--- src/rtl/ceespu_pkg.sv ---
// Shared encodings for the ceespu memory stage: access sizes, writeback sources,
// FSM states and the writeback source mux.
package ceespu_pkg;

  localparam logic [1:0] SIZE_WORD = 2'd0;
  localparam logic [1:0] SIZE_HALF = 2'd1;
  localparam logic [1:0] SIZE_BYTE = 2'd2;
  localparam int         SEL_ZEXT_BIT = 2;

  localparam logic [1:0] WB_ALU  = 2'd0;
  localparam logic [1:0] WB_LOAD = 2'd1;
  localparam logic [1:0] WB_PC   = 2'd2;

  typedef enum logic {IDLE, REQ} mem_state_e;

  // Code 3 falls back to the ALU result; the link value wraps within 14 bits.
  function automatic logic [31:0] wb_select(input logic [1:0]  sel,
                                            input logic [31:0] alu,
                                            input logic [31:0] load,
                                            input logic [13:0] pc);
    logic [13:0] pc_next;
    logic [31:0] result;
    pc_next = pc + 14'd1;
    case (sel)
      WB_LOAD: result = load;
      WB_PC:   result = {18'b0, pc_next};
      default: result = alu;
    endcase
    return result;
  endfunction

endpackage

--- src/rtl/ceespu_load_align.sv ---
// Extracts the addressed byte/half from a bus read word and sign- or zero-extends it.
module ceespu_load_align
  import ceespu_pkg::*;
(
  input  logic [31:0] rdata,
  input  logic [1:0]  addr_lo,
  input  logic [1:0]  size,
  input  logic        zext,
  output logic [31:0] data
);

  logic [7:0]  byte_v;
  logic [15:0] half_v;

  always_comb begin
    byte_v = rdata[7:0];
    case (addr_lo)
      2'd0: byte_v = rdata[7:0];
      2'd1: byte_v = rdata[15:8];
      2'd2: byte_v = rdata[23:16];
      2'd3: byte_v = rdata[31:24];
      default: byte_v = rdata[7:0];
    endcase
    // Half lane follows addr[0] to line up with execute's 4'b1100/4'b0011 enables.
    half_v = addr_lo[0] ? rdata[31:16] : rdata[15:0];
    case (size)
      SIZE_HALF: data = {{16{~zext & half_v[15]}}, half_v};
      SIZE_BYTE: data = {{24{~zext & byte_v[7]}}, byte_v};
      default:   data = rdata;
    endcase
  end

endmodule

--- src/rtl/ceespu_memory_stage.sv ---
// ceespu memory stage: runs one req/ack data-bus transaction per memory op and
// forms the registered writeback value; stalls upstream while the bus is busy.
module ceespu_memory_stage
  import ceespu_pkg::*;
(
  input  logic        I_clk,
  input  logic        I_rst,
  input  logic        I_memE,
  input  logic        I_memWrite,
  input  logic [3:0]  I_memWe,
  input  logic [31:0] I_memAddress,
  input  logic [31:0] I_storeData,
  input  logic [2:0]  I_selMem,
  input  logic [31:0] I_aluResult,
  input  logic [1:0]  I_selWb,
  input  logic        I_we,
  input  logic [4:0]  I_regD,
  input  logic [13:0] I_PC,
  output logic        O_busReq,
  output logic [31:0] O_busAddr,
  output logic [31:0] O_busWdata,
  output logic [3:0]  O_busWe,
  input  logic        I_busAck,
  input  logic [31:0] I_busRdata,
  output logic        O_we,
  output logic [4:0]  O_regD,
  output logic [31:0] O_wbData,
  output logic        O_busy
);

  mem_state_e  state, state_next;
  logic [1:0]  size_q;
  logic        zext_q;
  logic [1:0]  selwb_q;
  logic        rf_we_q;
  logic [4:0]  regd_q;
  logic [13:0] pc_q;
  logic [31:0] alu_q;
  logic [31:0] load_data;

  ceespu_load_align u_align (
    .rdata   (I_busRdata),
    .addr_lo (O_busAddr[1:0]),
    .size    (size_q),
    .zext    (zext_q),
    .data    (load_data)
  );

  always_ff @(posedge I_clk or posedge I_rst) begin
    if (I_rst) state <= IDLE;
    else       state <= state_next;
  end

  always_comb begin
    state_next = state;
    O_busy     = 1'b0;
    case (state)
      IDLE: if (I_memE) begin
        O_busy     = 1'b1;
        state_next = REQ;
      end
      REQ: if (I_busAck) state_next = IDLE;
           else          O_busy     = 1'b1;
      default: state_next = IDLE;
    endcase
  end

  assign O_busReq = (state == REQ);

  // The whole request is captured on accept so upstream may move on after the ack.
  always_ff @(posedge I_clk or posedge I_rst) begin
    if (I_rst) begin
      O_busAddr  <= '0;
      O_busWdata <= '0;
      O_busWe    <= '0;
      O_we       <= 1'b0;
      O_regD     <= '0;
      O_wbData   <= '0;
      size_q     <= '0;
      zext_q     <= 1'b0;
      selwb_q    <= '0;
      rf_we_q    <= 1'b0;
      regd_q     <= '0;
      pc_q       <= '0;
      alu_q      <= '0;
    end else begin
      case (state)
        IDLE: begin
          if (I_memE) begin
            O_busAddr  <= I_memAddress;
            O_busWdata <= I_storeData;
            O_busWe    <= I_memWrite ? I_memWe : 4'b0000;
            size_q     <= I_selMem[1:0];
            zext_q     <= I_selMem[SEL_ZEXT_BIT];
            selwb_q    <= I_selWb;
            rf_we_q    <= I_we;
            regd_q     <= I_regD;
            pc_q       <= I_PC;
            alu_q      <= I_aluResult;
            O_we       <= 1'b0;
          end else begin
            O_we     <= I_we;
            O_regD   <= I_regD;
            O_wbData <= wb_select(I_selWb, I_aluResult, 32'h0, I_PC);
          end
        end
        REQ: begin
          if (I_busAck) begin
            O_we     <= rf_we_q;
            O_regD   <= regd_q;
            O_wbData <= wb_select(selwb_q, alu_q, load_data, pc_q);
          end else begin
            O_we <= 1'b0;
          end
        end
        default: O_we <= 1'b0;
      endcase
    end
  end

endmodule

--- config.mk ---
export PLATFORM = sky130hd
export DESIGN_NAME = ceespu_memory_stage
export DESIGN_NICKNAME = d
export VERILOG_FILES = /design/src/rtl/ceespu_pkg.sv /design/src/rtl/ceespu_load_align.sv /design/src/rtl/ceespu_memory_stage.sv
export SDC_FILE = /design/constraint.sdc
export NUM_CORES = 1
export LEC_CHECK = 0
export CELL_PAD_IN_SITES_DETAIL_PLACEMENT = 0
export CELL_PAD_IN_SITES_GLOBAL_PLACEMENT = 1
export CORE_ASPECT_RATIO = 1.75
export CORE_MARGIN = 5
export CORE_UTILIZATION = 27
export DETAILED_ROUTE_END_ITERATION = 16
export PLACE_DENSITY = 0.76
export SYNTH_ARGS = -nofsm -noshare
export SYNTH_HDL_FRONTEND = slang
export SYNTH_SLANG_ARGS = --single-unit
--- constraint.sdc ---
create_clock -name I_clk -period 13.5 [get_ports I_clk]
set_input_delay 1.35 -clock I_clk [delete_from_list [all_inputs] [get_ports I_clk]]
set_output_delay 1.35 -clock I_clk [all_outputs]
set_load 0.005 [all_outputs]
==> results of run 1 <==
## critical path: stages
cell,delay (ns)
clkdlybuf4s50_1,0.57
and2_1,0.43
nand2b_1,0.22
inv_1,0.09
clkdlybuf4s50_1,0.45
## cells in the mapped netlist (9+ instances only)
| cell type | number |
|---|---|
| o22ai_1 | 9 |
| xnor2_1 | 13 |
| mux2_2 | 16 |
| a21oi_1 | 41 |
| xor2_1 | 10 |
| o21ai_0 | 50 |
| nor2_1 | 47 |
| dfrtp_1 | 164 |
| nand2_1 | 381 |
| a221oi_1 | 17 |
| a222oi_1 | 17 |
| clkbuf_1 | 45 |
| nand3_1 | 11 |
| inv_1 | 23 |
## stage by stage
| step | cell area, um^2 | utilization | setup WS [ns] |
|---|---|---|---|
| floorplan | 8065 | - | 7.717 |
| global placement | 11090 | 0.3773 | 9.078 |
| detailed placement | 11090 | 0.3773 | 9.052 |
| CTS | 11710 | 0.3985 | 9.028 |
| global route | 11710 | 0.3985 | 8.934 |
| finish | 11710 | 0.3985 | 9.042 |
## power by group through the flow
| stage | sequential [uW] | combinational [uW] | clock, uW |
|---|---|---|---|
| 6_report | 708 | 637 | 531 |
| 3_3_place_gp | 713 | 640 | 0 |
| 5_1_grt | 727 | 702 | 562 |
| 2_1_floorplan | 705 | 301 | 0 |
| 3_5_place_dp | 718 | 646 | 0 |
| 4_1_cts | 710 | 648 | 546 |
## worst max-delay path by stage
stage	to	slack [ns]	cells past startpoint
floorplan	O_busAddr[0]$_DFFE_PP0P_	7.72	1
global placement	O_busy	9.08	5
detailed placement	O_busy	9.05	5
CTS	O_busy	9.03	5
global route	O_busy	8.93	5
finish	O_busy	9.04	5
## per-layer routing
layer	global-route usage	wire [um]	up-vias
met1	0.1858	10720	3585
met3	0.04363	1705	55
met4	0.07640	1072	0
met2	0.3311	16400	252
li1	-	-	3640
met5	0	0	-
## sequential cells by signal (all words and copies together), names as in the netlist
register,cells
O_busAddr,32
zext_q,1
O_busReq,1
selwb_q,2
O_wbData,32
rf_we_q,1
regd_q,5
O_busWdata,32
O_we,1
size_q,2
pc_q,14
O_busWe,4
alu_q,32
O_regD,5
## kinds of logic (layout without fill, tap and decap cells)
family          count (synthesis)  after routing  synth area share
xor+xnor                       23             23           0.02498
simple gates                  477            477            0.2356
buf+inv                        82            333           0.04095
compound gates                160            160            0.1320
flops                         164            164            0.5088
mux                            27             27           0.04670
fa+ha+maj                       7              7           0.01086
## layout make-up
class | count | area, um^2 | share of cell area
Multi-Input combinational cell | 694 | 3649 | 0.3115
Inverter | 23 | 91.34 | 0.007798
Timing Repair Buffer | 279 | 2768 | 0.2363
Sequential cell | 164 | 4104 | 0.3504
Tap cell | 382 | 478.0 | 0.04081
Clock buffer | 20 | 446.7 | 0.03814
Clock inverter | 11 | 176.4 | 0.01506
==> flow_metrics.tcl, run 1 <==
set metrics [dict create \
    synth_top_area_frac 0.5088 \
    fin_crit_sh 0.3302 \
    combPwrFrac 0.340 \
    async_reset_ff_frac 1.000 \
    grt-ovfl-total 0 \
    vias 7532 \
    ir_drop_mv 0.1047 \
    synth_cell_type_count 48 \
    fp-row-count 83 \
    coreArea_mm2 0.02939 \
    netlist_area_mm2 0.008065 \
    worstSetupPathType "in2out" \
    layout_commonest_cell "nand2_1" \
    timing.final.crit_period_ns 4.458 \
    postCtsSetupRepairBufs 0 \
    clockRootBuffer "clkbuf_16" \
    p_seq_frac 0.377 \
    r2r-end "alu_q[3]$_DFFE_PP0P_" \
    maxSlewViolCount 0 \
    intPower_uw 1265 \
    hold-path-cell-count 2 \
    start_util 0.2744 \
    yosysSeqAreaShare 0.5088 \
    holdWs_ns 0.4705 \
    routed_wl_mm 29.90 \
    rrSetupSlack_ns 10.64 \
    boundaryPins 270 \
    finalHoldViolCount 0 \
    cap_violations 0 \
    fin_cells 1573 \
    rsz0062_at_grt "no" \
    htree_levels 4 \
    finalPower_uw 1877 \
    detail-route-antenna-nets 0 \
    fillCellCount 2980 \
    drt-initial-drc-count 503 \
    syn_to_final_growth_pct 45.22 \
    clockPowerShare 0.283 \
    numCtsBuffers 17 \
    crit_start "I_busAck" \
    first_global_vias 7804 \
    setup_viol_count_final 0 \
    reg2regPathDepth 5 \
    ys_ff_latch 164 \
    p_sw_frac 0.3259 \
    grt.total_usage 0.1770 \
    grt_pass1_wl_mm 45.55 \
    syn_nets 1109 \
    setup-tns-final_ns 0 \
    drive_above_1_share 0.05626 \
    switching_power_uw 611.6 \
    worstHoldStart "alu_q[7]$_DFFE_PP0P_" \
    postCtsHoldBufs 0 \
    synth_edf_count 0 \
    max_slew_margin 0.1928 \
    arrival_ns 3.11 \
    die_h_um 238.6 \
    critPathCaptureType "primary output" \
    port_buffers 269 \
    cp_data_required_time_ns 12.15 \
    hold_path_class "reg2reg" \
    drcViolationCount 0 \
    nNetsFinal 1348 \
    syn_avg_cell_area_um2 8.580 \
    power.density_mw_per_mm2 160.2 \
    max_freq_mhz 224.3 \
    synth_warnings 0 \
    grt_max_degree 109 \
    hpwl_mm 22.04 \
    placed_cells 1542 \
    clk_path_buf_depth 2 \
    cts.repair.resized 0 \
    synth_area_leaders "dfrtp_1 (51%), nand2_1 (18%), o21ai_0 (3.1%)" \
    synth-main-ff-cell "dfrtp_1" \
    final_cell_mix "nand2_1 (381), clkdlybuf4s50_1 (269), dfrtp_1 (164)" \
    num_antenna_cells 0 \
    die_w_um 140.7 \
    netlist_instances 940 \
    fin_skew_ns 0.01518 \
    antenna_found_initial 0 \
    clkTransAtPathRegs_ns 0.07 \
    wire_per_inst_um 19.01 \
    hold_path_end "alu_q[7]$_DFFE_PP0P_" \
    dieArea_mm2 0.03356 \
    gp_congestion 0.8136 \
    cts_tree "yes" \
    r2r-start "O_busReq$_DFF_PP0_" \
    cp-start-kind "input pin" \
    drt-pass1-iter-count 8 \
    clock-sinks 164 \
    leakagePower_uw 0.005207 \
    clkLatencyLatePin_ns 0.46 \
    worstPathMaxFanout 11 \
    yosys.area.top_type "dfrtp_1" \
    vias_per_cell 4.788 \
    status "completed" \
    worstMarginPinSlew_ns 1.211 \
]
(Power assumes the default switching activity.)
==> run 2, diff against run 1 <==
- PLACE_DENSITY: 0.76 -> 0.79
- clock period: 13.5 -> 3.9 ns (I/O delays scaled with it)
==> run 2 against run 1 <==
Die area stayed put. Cell area is 0.36% higher. Clock power grew to 3.4 times the previous value. Count of clock-buffer cells in the layout is 2 lower. Global-route usage hardly changed. Via count is 0.76% higher. Register-to-register slack worse by 9.4 ns. Sequential share of layout area is 0.13 points lower. Final cell count is 0.32% higher. Critical path type is now reg2out. Highest routed layer unchanged.
==> flow_metrics.tcl, run 2 (same netlist as run 1, synthesis figures left out) <==
set metrics [dict create \
    status "completed" \
    detail-route-antenna-nets 0 \
    die_w_um 140.7 \
    design_area_mm2 0.01176 \
    crit_chain "and2_1, nand2b_1, inv_1, clkdlybuf4s50_1" \
    critPathCaptureType "primary output" \
    worstMarginPinSlew_ns 1.309 \
    leakagePower_uw 0.005204 \
    worstSetupPathType "reg2out" \
    seqCellArea_mm2 0.004104 \
    holdWs_ns 0.4712 \
    critPathMaxStageDelay_ns 0.61 \
    rsz0062_at_grt "no" \
    setup_viol_count_final 0 \
    placed_area_mm2 0.01114 \
    postCtsHoldBufs 0 \
    dr_wl_met3_mm 1.895 \
    path_delay_family "buffers and inverters" \
    fp-row-count 83 \
    cp-start-kind "flip-flop" \
    syn_to_final_growth_pct 45.75 \
    drt-pass1-iter-count 7 \
    grt.total_usage 0.1766 \
    htree_levels 4 \
    arrival_ns 2.61 \
    max_freq_mhz 333.3 \
    fin_skew_ns 0.007631 \
    die_h_um 238.6 \
    grt-ovfl-total 0 \
    finalHoldViolCount 0 \
    coreArea_mm2 0.02939 \
    postCtsSetupRepairBufs 0 \
    vias_per_cell 4.809 \
    numCtsBuffers 17 \
    clock-sinks 164 \
    top_layer "met4" \
    clk_path_buf_depth 2 \
    drt-initial-drc-count 462 \
    drcViolationCount 0 \
    boundaryPins 270 \
    wl_met2_mm 16.35 \
    fin_crit_sh 0.7693 \
    first_global_vias 7881 \
    cap_violations 0 \
    multiInputGateArea_mm2 0.003649 \
    timing.final.crit_period_ns 3.000 \
    fin_cells 1578 \
    start_util 0.2744 \
    gp_congestion 0.8132 \
    dieArea_mm2 0.03356 \
    max_slew_margin 0.1243 \
    grt_max_degree 165 \
    vias 7589 \
    final_cell_mix "nand2_1 (381), clkdlybuf4s50_1 (269), dfrtp_1 (164)" \
    placed_cells 1545 \
    wl_met1_mm 10.32 \
    clkLatencyLatePin_ns 0.44 \
    port_buffers 269 \
    maxSlewViolCount 0 \
    cp_num_buf_inv 2 \
    routed_wl_mm 29.65 \
    cts_tree "yes" \
    power.density_mw_per_mm2 551.2 \
    setup_ws_ns 0.8996 \
    hold_path_class "in2reg" \
    preCtsSetupSlack_ns 1.069 \
    worstPathMaxFanout 14 \
    fillCellCount 2970 \
    layout_commonest_cell "nand2_1" \
    cts.repair.resized 0 \
    clockRootBuffer "clkbuf_16" \
    setup-tns-final_ns 0 \
    drive_above_1_share 0.06109 \
    nNetsFinal 1351 \
    slowest_stage "clkdlybuf4s50_1" \
    clkTransAtPathRegs_ns 0.07 \
    cp_data_required_time_ns 3.51 \
    grt_pass1_wl_mm 45.81 \
    wire_per_inst_um 18.79 \
    hpwl_mm 21.98 \
    ir_drop_mv 0.3407 \
    antenna_found_initial 2 \
]
-- run 2: worst paths after layout --
kind / from / endpoint / slack [ns] / depth (start not counted)
min: I_memAddress[27] / O_busAddr[27]$_DFFE_PP0P_ / 0.47 / 3
max reg2reg: O_busReq$_DFF_PP0_ / O_wbData[30]$_DFFE_PP0P_ / 1.24 / 5
max: O_busReq$_DFF_PP0_ / O_busy / 0.90 / 4
max in group asynchronous: I_rst / O_busWdata[29]$_DFFE_PP0P_ / 2.64 / 3
min reg2reg: O_busAddr[24]$_DFFE_PP0P_ / O_busAddr[24]$_DFFE_PP0P_ / 0.47 / 2
min in group asynchronous: I_rst / O_busAddr[20]$_DFFE_PP0P_ / 0.58 / 3
-- run 2: through the flow --
step,util,power (uW)
after global routing,0.4000,6873
after global placement,0.3789,4705
after CTS,0.3999,6564
after floorplan,-,3482
final,0.4000,6479
after detailed placement,0.3789,4742
-- run 2: tightest hold or removal path, delay by kind of cell --
kind	cells	cell delay, ns
and+or+nand+nor	2	0.09
buffers and inverters	1	0.39
-- run 2: layer usage --
layer  track usage  up-vias
met5             0        -
met3       0.04464       52
met1        0.1850     3653
li1              -     3640
met2        0.3297      244
met4       0.07670        0
-- run 2: layout make-up --
cell class	count	share of cell area
diodes	1	0.0002129
clock buffers	18	0.03736
clock inverters	14	0.01511
inverters	23	0.007664
multi-input cells	694	0.3104
flip-flops and latches	164	0.3491
well taps	382	0.04066
repair buffers	282	0.2395
-- run 2: power by group --
part / switching (uW) / internal [uW]
Combinational: 1050 / 1160
Clock: 758 / 1030
Sequential: 339 / 2150
